--- src/rtl/rrb_pkg.sv ---
// rrb_pkg: shared state type and index/weight helpers for the weighted round-robin arbiter
package rrb_pkg;
  typedef enum logic {IDLE, GRANT} state_e;
  function automatic int idx_w(input int n);
    return (n > 1) ? $clog2(n) : 1;
  endfunction
  function automatic int wsl_lo(input int k, input int width);
    return k * width;
  endfunction
  function automatic logic [5:0] oh2idx(input logic [63:0] oh);
    logic [5:0] r;
    r = '0;
    for (int i = 0; i < 64; i++) r |= oh[i] ? 6'(i) : 6'd0;
    return r;
  endfunction
endpackage

--- src/rtl/rr_priority_picker.sv ---
// rr_priority_picker: rotating-priority search starting after ptr_i; req_i candidates, mask_i drops req_i[ptr_i]; win_o one-hot, idx_o binary, found_o any
module rr_priority_picker
  import rrb_pkg::*;
#(
  parameter int CHANNELS = 8,
  localparam int IDW = idx_w(CHANNELS)
) (
  input  logic [CHANNELS-1:0] req_i,
  input  logic [IDW-1:0]      ptr_i,
  input  logic                mask_i,
  output logic [CHANNELS-1:0] win_o,
  output logic [IDW-1:0]      idx_o,
  output logic                found_o
);
  logic [CHANNELS-1:0] cand;
  logic [IDW-1:0] c;
  always_comb begin
    cand = req_i & ~(CHANNELS'(mask_i) << ptr_i);
    win_o = '0;
    c = '0;
    // walk from farthest to nearest so the channel right after ptr_i wins
    for (int i = CHANNELS; i >= 1; i--) begin
      c = IDW'((int'(ptr_i) + i) % CHANNELS);
      if (cand[c]) win_o = CHANNELS'(1) << c;
    end
    found_o = |win_o;
    idx_o = IDW'(oh2idx(64'(win_o)));
  end
endmodule

--- src/rtl/wrr_arbiter_param.sv ---
// wrr_arbiter_param: weighted round-robin arbiter; request/weight/wrr_en in, registered grant/grant_id out, grant_valid and quantum_last status
module wrr_arbiter_param
  import rrb_pkg::*;
#(
  parameter int CHANNELS = 8,
  parameter int WIDTH = 32,
  localparam int IDW = idx_w(CHANNELS)
) (
  input  logic                      clk,
  input  logic                      reset,
  input  logic [CHANNELS-1:0]       request,
  input  logic [CHANNELS*WIDTH-1:0] weight,
  input  logic                      wrr_en,
  output logic [CHANNELS-1:0]       grant,
  output logic [IDW-1:0]            grant_id,
  output logic                      grant_valid,
  output logic                      quantum_last
);
  state_e state_q, state_d;
  logic [CHANNELS-1:0] grant_q, grant_d, win;
  logic [IDW-1:0] id_q, id_d, ptr_q, ptr_d, win_id, pick_ptr;
  logic [WIDTH-1:0] rem_q, rem_d, load;
  logic [WIDTH-1:0] w_arr [CHANNELS];
  logic found, rel, take, hold, mask;
  for (genvar g = 0; g < CHANNELS; g++) begin : g_w
    assign w_arr[g] = weight[wsl_lo(g, WIDTH) +: WIDTH];
  end
  // while granting, search after the holder; masking it only matters when others wait
  assign pick_ptr = (state_q == GRANT) ? id_q : ptr_q;
  assign mask = (state_q == GRANT) && |(request & ~grant_q);
  rr_priority_picker #(.CHANNELS(CHANNELS)) u_pick (
    .req_i(request), .ptr_i(pick_ptr), .mask_i(mask),
    .win_o(win), .idx_o(win_id), .found_o(found)
  );
  always_comb begin
    rel = (state_q == GRANT) && (rem_q == '0 || !(|(request & grant_q)));
    hold = (state_q == GRANT) && !rel;
    take = ((state_q == IDLE) || rel) && found;
    load = (wrr_en && w_arr[win_id] != '0) ? w_arr[win_id] - WIDTH'(1) : '0;
    grant_d = hold ? grant_q : take ? win : '0;
    id_d = hold ? id_q : take ? win_id : '0;
    rem_d = hold ? rem_q - WIDTH'(1) : take ? load : '0;
    state_d = (hold || take) ? GRANT : IDLE;
    ptr_d = rel ? id_q : ptr_q;
  end
  always_ff @(posedge clk or negedge reset) begin
    if (!reset) begin
      state_q <= IDLE;
      grant_q <= '0;
      id_q <= '0;
      rem_q <= '0;
      ptr_q <= IDW'(CHANNELS - 1);
    end else begin
      state_q <= state_d;
      grant_q <= grant_d;
      id_q <= id_d;
      rem_q <= rem_d;
      ptr_q <= ptr_d;
    end
  end
  assign grant = grant_q;
  assign grant_id = id_q;
  assign grant_valid = |grant_q;
  assign quantum_last = grant_valid && rem_q == '0;
endmodule

--- config.mk ---
export PLATFORM = sky130hd
export DESIGN_NAME = wrr_arbiter_param
export DESIGN_NICKNAME = d
export VERILOG_FILES = /design/src/rtl/rrb_pkg.sv /design/src/rtl/rr_priority_picker.sv /design/src/rtl/wrr_arbiter_param.sv
export SDC_FILE = /design/constraint.sdc
export NUM_CORES = 1
export LEC_CHECK = 0
export CORE_AREA = 5 5 133 135
export DETAILED_ROUTE_END_ITERATION = 8
export DIE_AREA = 0 0 138 140
export PLACE_DENSITY = 0.9
export SYNTH_ARGS = -nofsm -noshare
export SYNTH_HDL_FRONTEND = slang
export SYNTH_SLANG_ARGS = --single-unit
--- constraint.sdc ---
create_clock -name clk -period 8.6 [get_ports clk]
set_input_delay 1.29 -clock clk [delete_from_list [all_inputs] [get_ports clk]]
set_output_delay 1.29 -clock clk [all_outputs]
set_load 0.01 [all_outputs]
Yosys cells after proc, flatten, opt, wreduce, memory -nomap -nowiden --
Index checks and enable logic that the tools add are counted.
Operators by class: muxes and demuxes 41, magnitude comparators 9, shift-type cells 9, reduce and logical (&&, ||, !) cells 17, add/sub/neg operators 10, bitwise logic cells 13
Operator list (number):
- 2-to-1 mux 32 bit | 5
- binary-select mux 32 bit (select 3 bit) | 1
- 2-to-1 mux 8 bit | 9
- << shifter 1 x 3 -> 8 bit, first input constant | 8
- subtractor 32 x 1 -> 32 bit, second input constant | 2
- logical NOT 32 bit | 1
- less-than comparator 3 x 4 -> 1 bit, second input constant | 8
- nonzero test 32 bit | 1
- OR reduction 8 bit | 4
- AND 8 bit | 3
- binary-select mux 1 bit (select 3 bit) | 8
- 2-to-1 mux 3 bit | 6
- bitwise OR 3 bit | 6
- NOT 8 bit | 2
- adder 3 bit, second input constant | 4
- 2-to-1 mux 1 bit | 10
- << shifter 1 x 3 -> 8 bit | 1
- adder 3 x 1 -> 3 bit, second input constant | 2
- adder 3 x 2 -> 3 bit, second input constant | 2
- logical AND 1 bit | 6
- greater-or-equal comparator 4 bit, second input constant | 1
- 2-to-1 mux 2 bit | 2
- NOT 3 -> 4 bit | 1
- logical OR 1 bit | 3
- other kinds (2) | 3
Storage, ports and cells: logic and storage cells 104, input bits 267, output and inout port bits 13, flip-flop bits (word level) 47

Longest topological paths before layout --
depth in word-level cells 33, gate-level depth with buffers 32, gate-level depth less buffers 22

By module --
From an unflattened synthesis, not the netlist that was laid out.
Unflattened totals: cell total of the unflattened synthesis 670, area, all modules 6620.1 µm²
By module, submodules not included:
- wrr_arbiter_param | area an instance 4921.0 µm², times used 1, cells each 469, seq. area each 1179.9 µm²
- rr_priority_picker | area an instance 1699.1 µm², times used 1, cells each 201, seq. area each 0.0 µm²

Least setup slack after synthesis --
Ideal clock, no wire load.
path type flip-flop to flip-flop, from register state_q, to register rem_q[20], cell stages (with the launch flop) 31, library setup time 139 ps, setup slack 2257 ps, arrival 6205 ps, clock period less this slack 6343 ps, buffers on the path 10, data required time 8461 ps, path through dfrtp_1 buf_6 mux2i_4 clkbuf_1 ha_1 mux4_2 o22a_1 a221o_1 and2_1 buf_2 nor4b_1 a211o_2 nand4b_2 nor2_2 buf_4 buf_6 buf_6 buf_2 buf_4 a21oi_1 a22o_1 nor2_1 inv_1 ha_1 o221a_2 nand4_2 or3_1 buf_2 o21ai_4 buf_6 o22ai_2
Between the ends: word-level cells in the longest chain between the ends 30, elaborated cells between the ends (all ways) 75, those cells by class add/sub (9); shift (9); mux (38); bitwise (10); reduce/logical (9)
RTL lines:
- from (decl) | RTL line wrr_arbiter_param.sv:19 | state_e state_q, state_d;
- from (signal assigned) | RTL line wrr_arbiter_param.sv:54 | state_q <= state_d;
- branches (longest 29 deep; another with adder 3 x 1 -> 3 bit)
- 2-to-1 mux 32 bit * | RTL line wrr_arbiter_param.sv:42 | rem_d = hold ? rem_q - WIDTH'(1) : take ? load : '0;
- named net rem_d[20] | RTL line wrr_arbiter_param.sv:22 | logic [WIDTH-1:0] rem_q, rem_d, load;
- to (signal assigned) | RTL line wrr_arbiter_param.sv:57 | rem_q <= rem_d;
- to (decl) | RTL line wrr_arbiter_param.sv:22
Mark *: on every way through the listed nets, which the timed path passes. The select of a mux whose other input is x is not followed. A chain may end at the register's enable or synchronous reset.

Worst setup path after layout --
from input port request[5], to register rem_q[19]
Between the ends: word-level cells in the longest chain between the ends 32, elaborated cells between the ends (all ways) 63, those cells by class add/sub (1); shift (1); mux (37); bitwise (11); reduce/logical (13)
RTL lines:
- from (decl) | RTL line wrr_arbiter_param.sv:11 | input logic [CHANNELS-1:0] request,
- branches (longest 31 deep; another with AND 8 bit)
- 2-to-1 mux 32 bit * | RTL line wrr_arbiter_param.sv:42
- named net rem_d[19] | RTL line wrr_arbiter_param.sv:22
Marks and branches as above.

==> results.md <==
* Outcome: finished clean
* # H-tree levels at 2
* Synth Area per Inst at around 7.6 um^2
* GRT overflow at 0
* Post CTS Setup Buffer Count at 0
* Core area at 16300 um^2
* Share of cells above drive strength 1 at 0.0674
* Synth top area cells: dfrtp_1, mux2i_1, nand2_1
* CTS tree: built
* Synth warn at 0
* First-pass GRT wire length at around 48000 um
* Site Rows at 47
* CTS resizes at 0
* Max Clock Skew at 0.00867 ns
* Vias at between 9000 and 10000
* Sink Count at 47
* Yosys reg bits at 47
* Max-Cap Viols at 0
* GP Congestion at 1.03
* NumNets Final at about 1500
* Drt total wl at 31300 um
* Finished Core Util at 0.623
* Initial core utilization at 0.440
* PortBufs at 279
* Main flop type after synthesis: dfrtp_1
* Cell family with most CP delay: compound AO/OA/AOI/OAI gates
* Longest Clk Path Bufs at 2
* DRT iter0 DRCs at 1223
* FF-to-FF setup slack at 0.68 ns
* WL/cell at 22.2 um
* CP peak stage delay at 0.73 ns
* Crit path max fanout at 26
* Netlist cell types at 99
* Die area at 19300 um^2
* Post-Syn Nets at between 1000 and 1500
* Post-detail-place hpwl at between 20000 and 30000 um
* DR pass1 iterations at 6
* Mapped Cells at 950
* Via count of the first global-routing pass at 8637
* Endpoint, Worst Hold: rem_q[0]
* Final Hold Viols at 0
* Total GRT Usage at 0.303
* Rel. slew slack at 0.307
* Top Ports at 280
* Reg-to-reg startpoint: state_q
* Count leader, synth: nand2_1
* Period utilization at 0.924
* Post-synth top cells: nand2_1, a21oi_1, nor2_1
* Hold depth at 1
* Buf+Inv Stages, Crit Path at 2
* Post-CTS Hold Buffers at 0
* Worst EP arrival at between 8 and 9 ns
* Largest net degree at the start of global routing at 61
* CTS buffer count at 5
* Clock latency on the worst-skew pair at ~0.29 ns
* Antenna Nets Post-Route at 0
* Die width at 138 um
* Crit path depth at 20
* Ys async rst share at 1.00
* CP Capture Type: flip-flop
* Max-slew violation count at 0
* Setup TNS at 0 ns
* Mapped cell area at 7200 um^2
* Die height at 140 um
* Yosys top cell area share at 0.153
* Tmin final at 7.94 ns
* Worst r2r path cells at 22
* Hold Startpoint: rem_q[0]
* Slowest CP cell: o21ai_4
* Clock transition at the registers of the reported paths at 0.07 ns
* Min-delay worst type: reg2reg
* DR DRC count at 0
* N_diodes at 0
* Drt via density at 6.42
* Setup CP Type: in2reg
* CP Launch Type: input pin
* RSZ-0062 raised after global routing: false
* Area leader, netlist: dfrtp_1
* RR Endpoint: rem_q[19]
* Initial antenna violation count at 0
* Max Fclk at 0.126 GHz
* Area growth from synthesis to layout at 41.4%
* CTS Root Cell: clkbuf_16
* Fillers at 1450
* Hold Slack at between 0.5 and 0.6 ns
* Final setup viols at 0
* Register area share after synthesis at 0.164
* Worst-Margin Slew at 1.04 ns
* EDFF count, synth at 0
* Crit-path cells: clkdlybuf4s50_1 > nand2b_1 > nand4_1 > o21ai_0 > a221oi_1 > or3_1 > a311oi_1 > o311ai_2 > and4_1 > nand3_2 > a21oi_1 > a22o_1 > nor2_1 > inv_1 > ha_1 > o221a_2 > nand4_2 > or3_1 > o21ai_4 > o21ai_0
* CP required at around 8.7 ns
==> cells by family (layout without fill, tap and decap cells) <==
kind of cell	Yosys count	in the layout	share of synthesized area
and+or+nand+nor	391	391	0.274
xor gates and xnor gates	50	50	0.0608
DFF	47	47	0.164
buffers and inverters	81	318	0.0620
AOI/OAI and AO/OA	306	306	0.316
adders and majority gates	12	12	0.0209
muxes	63	63	0.103
==> layout make-up <==
type | instances | area, um^2 | area share
Sequential cell | 47 | 1180 | 0.116
Inverter | 18 | 70.1 | 0.00688
Clock buffer | 7 | 133 | 0.0130
Timing Repair Buffer | 292 | 2900 | 0.285
Tap cell | 220 | 275 | 0.0270
Multi-Input combinational cell | 822 | 5590 | 0.550
Clock inverter | 1 | 30.0 | 0.00295
==> stage by stage <==
stage / area, um^2 / std cells / worst slack, ns
finish: 10200 / 1407 / 0.657
floorplan: 7200 / 950 / 2.26
CTS: 10200 / 1407 / 0.837
global route: 10200 / 1407 / 0.263
detailed placement: 10000 / 1399 / 0.637
global placement: 10000 / 1399 / 0.714
==> how the worst max path moves through the flow <==
stage	startpoint	to
finish	request[5]	rem_q[19]
global route	state_q	rem_q[19]
CTS	state_q	rem_q[19]
detailed placement	request[5]	rem_q[19]
global placement	request[5]	rem_q[19]
floorplan	state_q	rem_q[20]
==> routing by layer <==
metal,GRT usage,vias up,share of wire
met2,0.487,606,0.45
met3,0.0637,102,0.099
met4,0.105,0,0.038
met5,0,-,0
li1,-,4107,-
met1,0.406,4219,0.41
==> registers in the layout, summed over array words and instances (netlist names) <==
register	count
grant_id	3
grant	8
state_q	1
rem_q	32
ptr_q	3
==> cell usage in the layout, fill, tap and decap left out, drive strengths merged, types with 6 or more instances in the layout <==
| cell | instances |
|---|---|
| a211oi | 9 |
| a21boi | 6 |
| a21o | 9 |
| a21oi | 77 |
| a221o | 8 |
| a221oi | 7 |
| a22o | 35 |
| a22oi | 9 |
| a31oi | 10 |
| and2 | 14 |
| and3 | 15 |
| buf | 14 |
| clkbuf | 7 |
| clkdlybuf4s50 | 278 |
| dfrtp | 44 |
| ha | 12 |
| inv | 18 |
| mux2 | 9 |
| mux2i | 48 |
| mux4 | 6 |
| nand2 | 118 |
| nand2b | 11 |
| nand3 | 52 |
| nand4 | 25 |
| nor2 | 73 |
| nor2b | 7 |
| nor3 | 28 |
| nor4 | 18 |
| o21ai | 38 |
| o221ai | 6 |
| o22ai | 30 |
| o31ai | 7 |
| or3 | 11 |
| or4 | 6 |
| xnor2 | 33 |
| xor2 | 17 |
==> worst register-to-register path, delay by kind of cell (launching register included) <==
kind,cells,cell delay [ns]
AO/OA/AOI/OAI,10,3.12
buffers and inverters,2,0.24
flip-flops,1,0.60
adder cells (fa/ha/maj),3,1.10
AND/OR/NAND/NOR,6,2.05
multiplexers,1,0.64
Power is left out: the tool's default activity adds up to more than one toggle a clock period on the data nets, which glitch-free logic cannot reach.
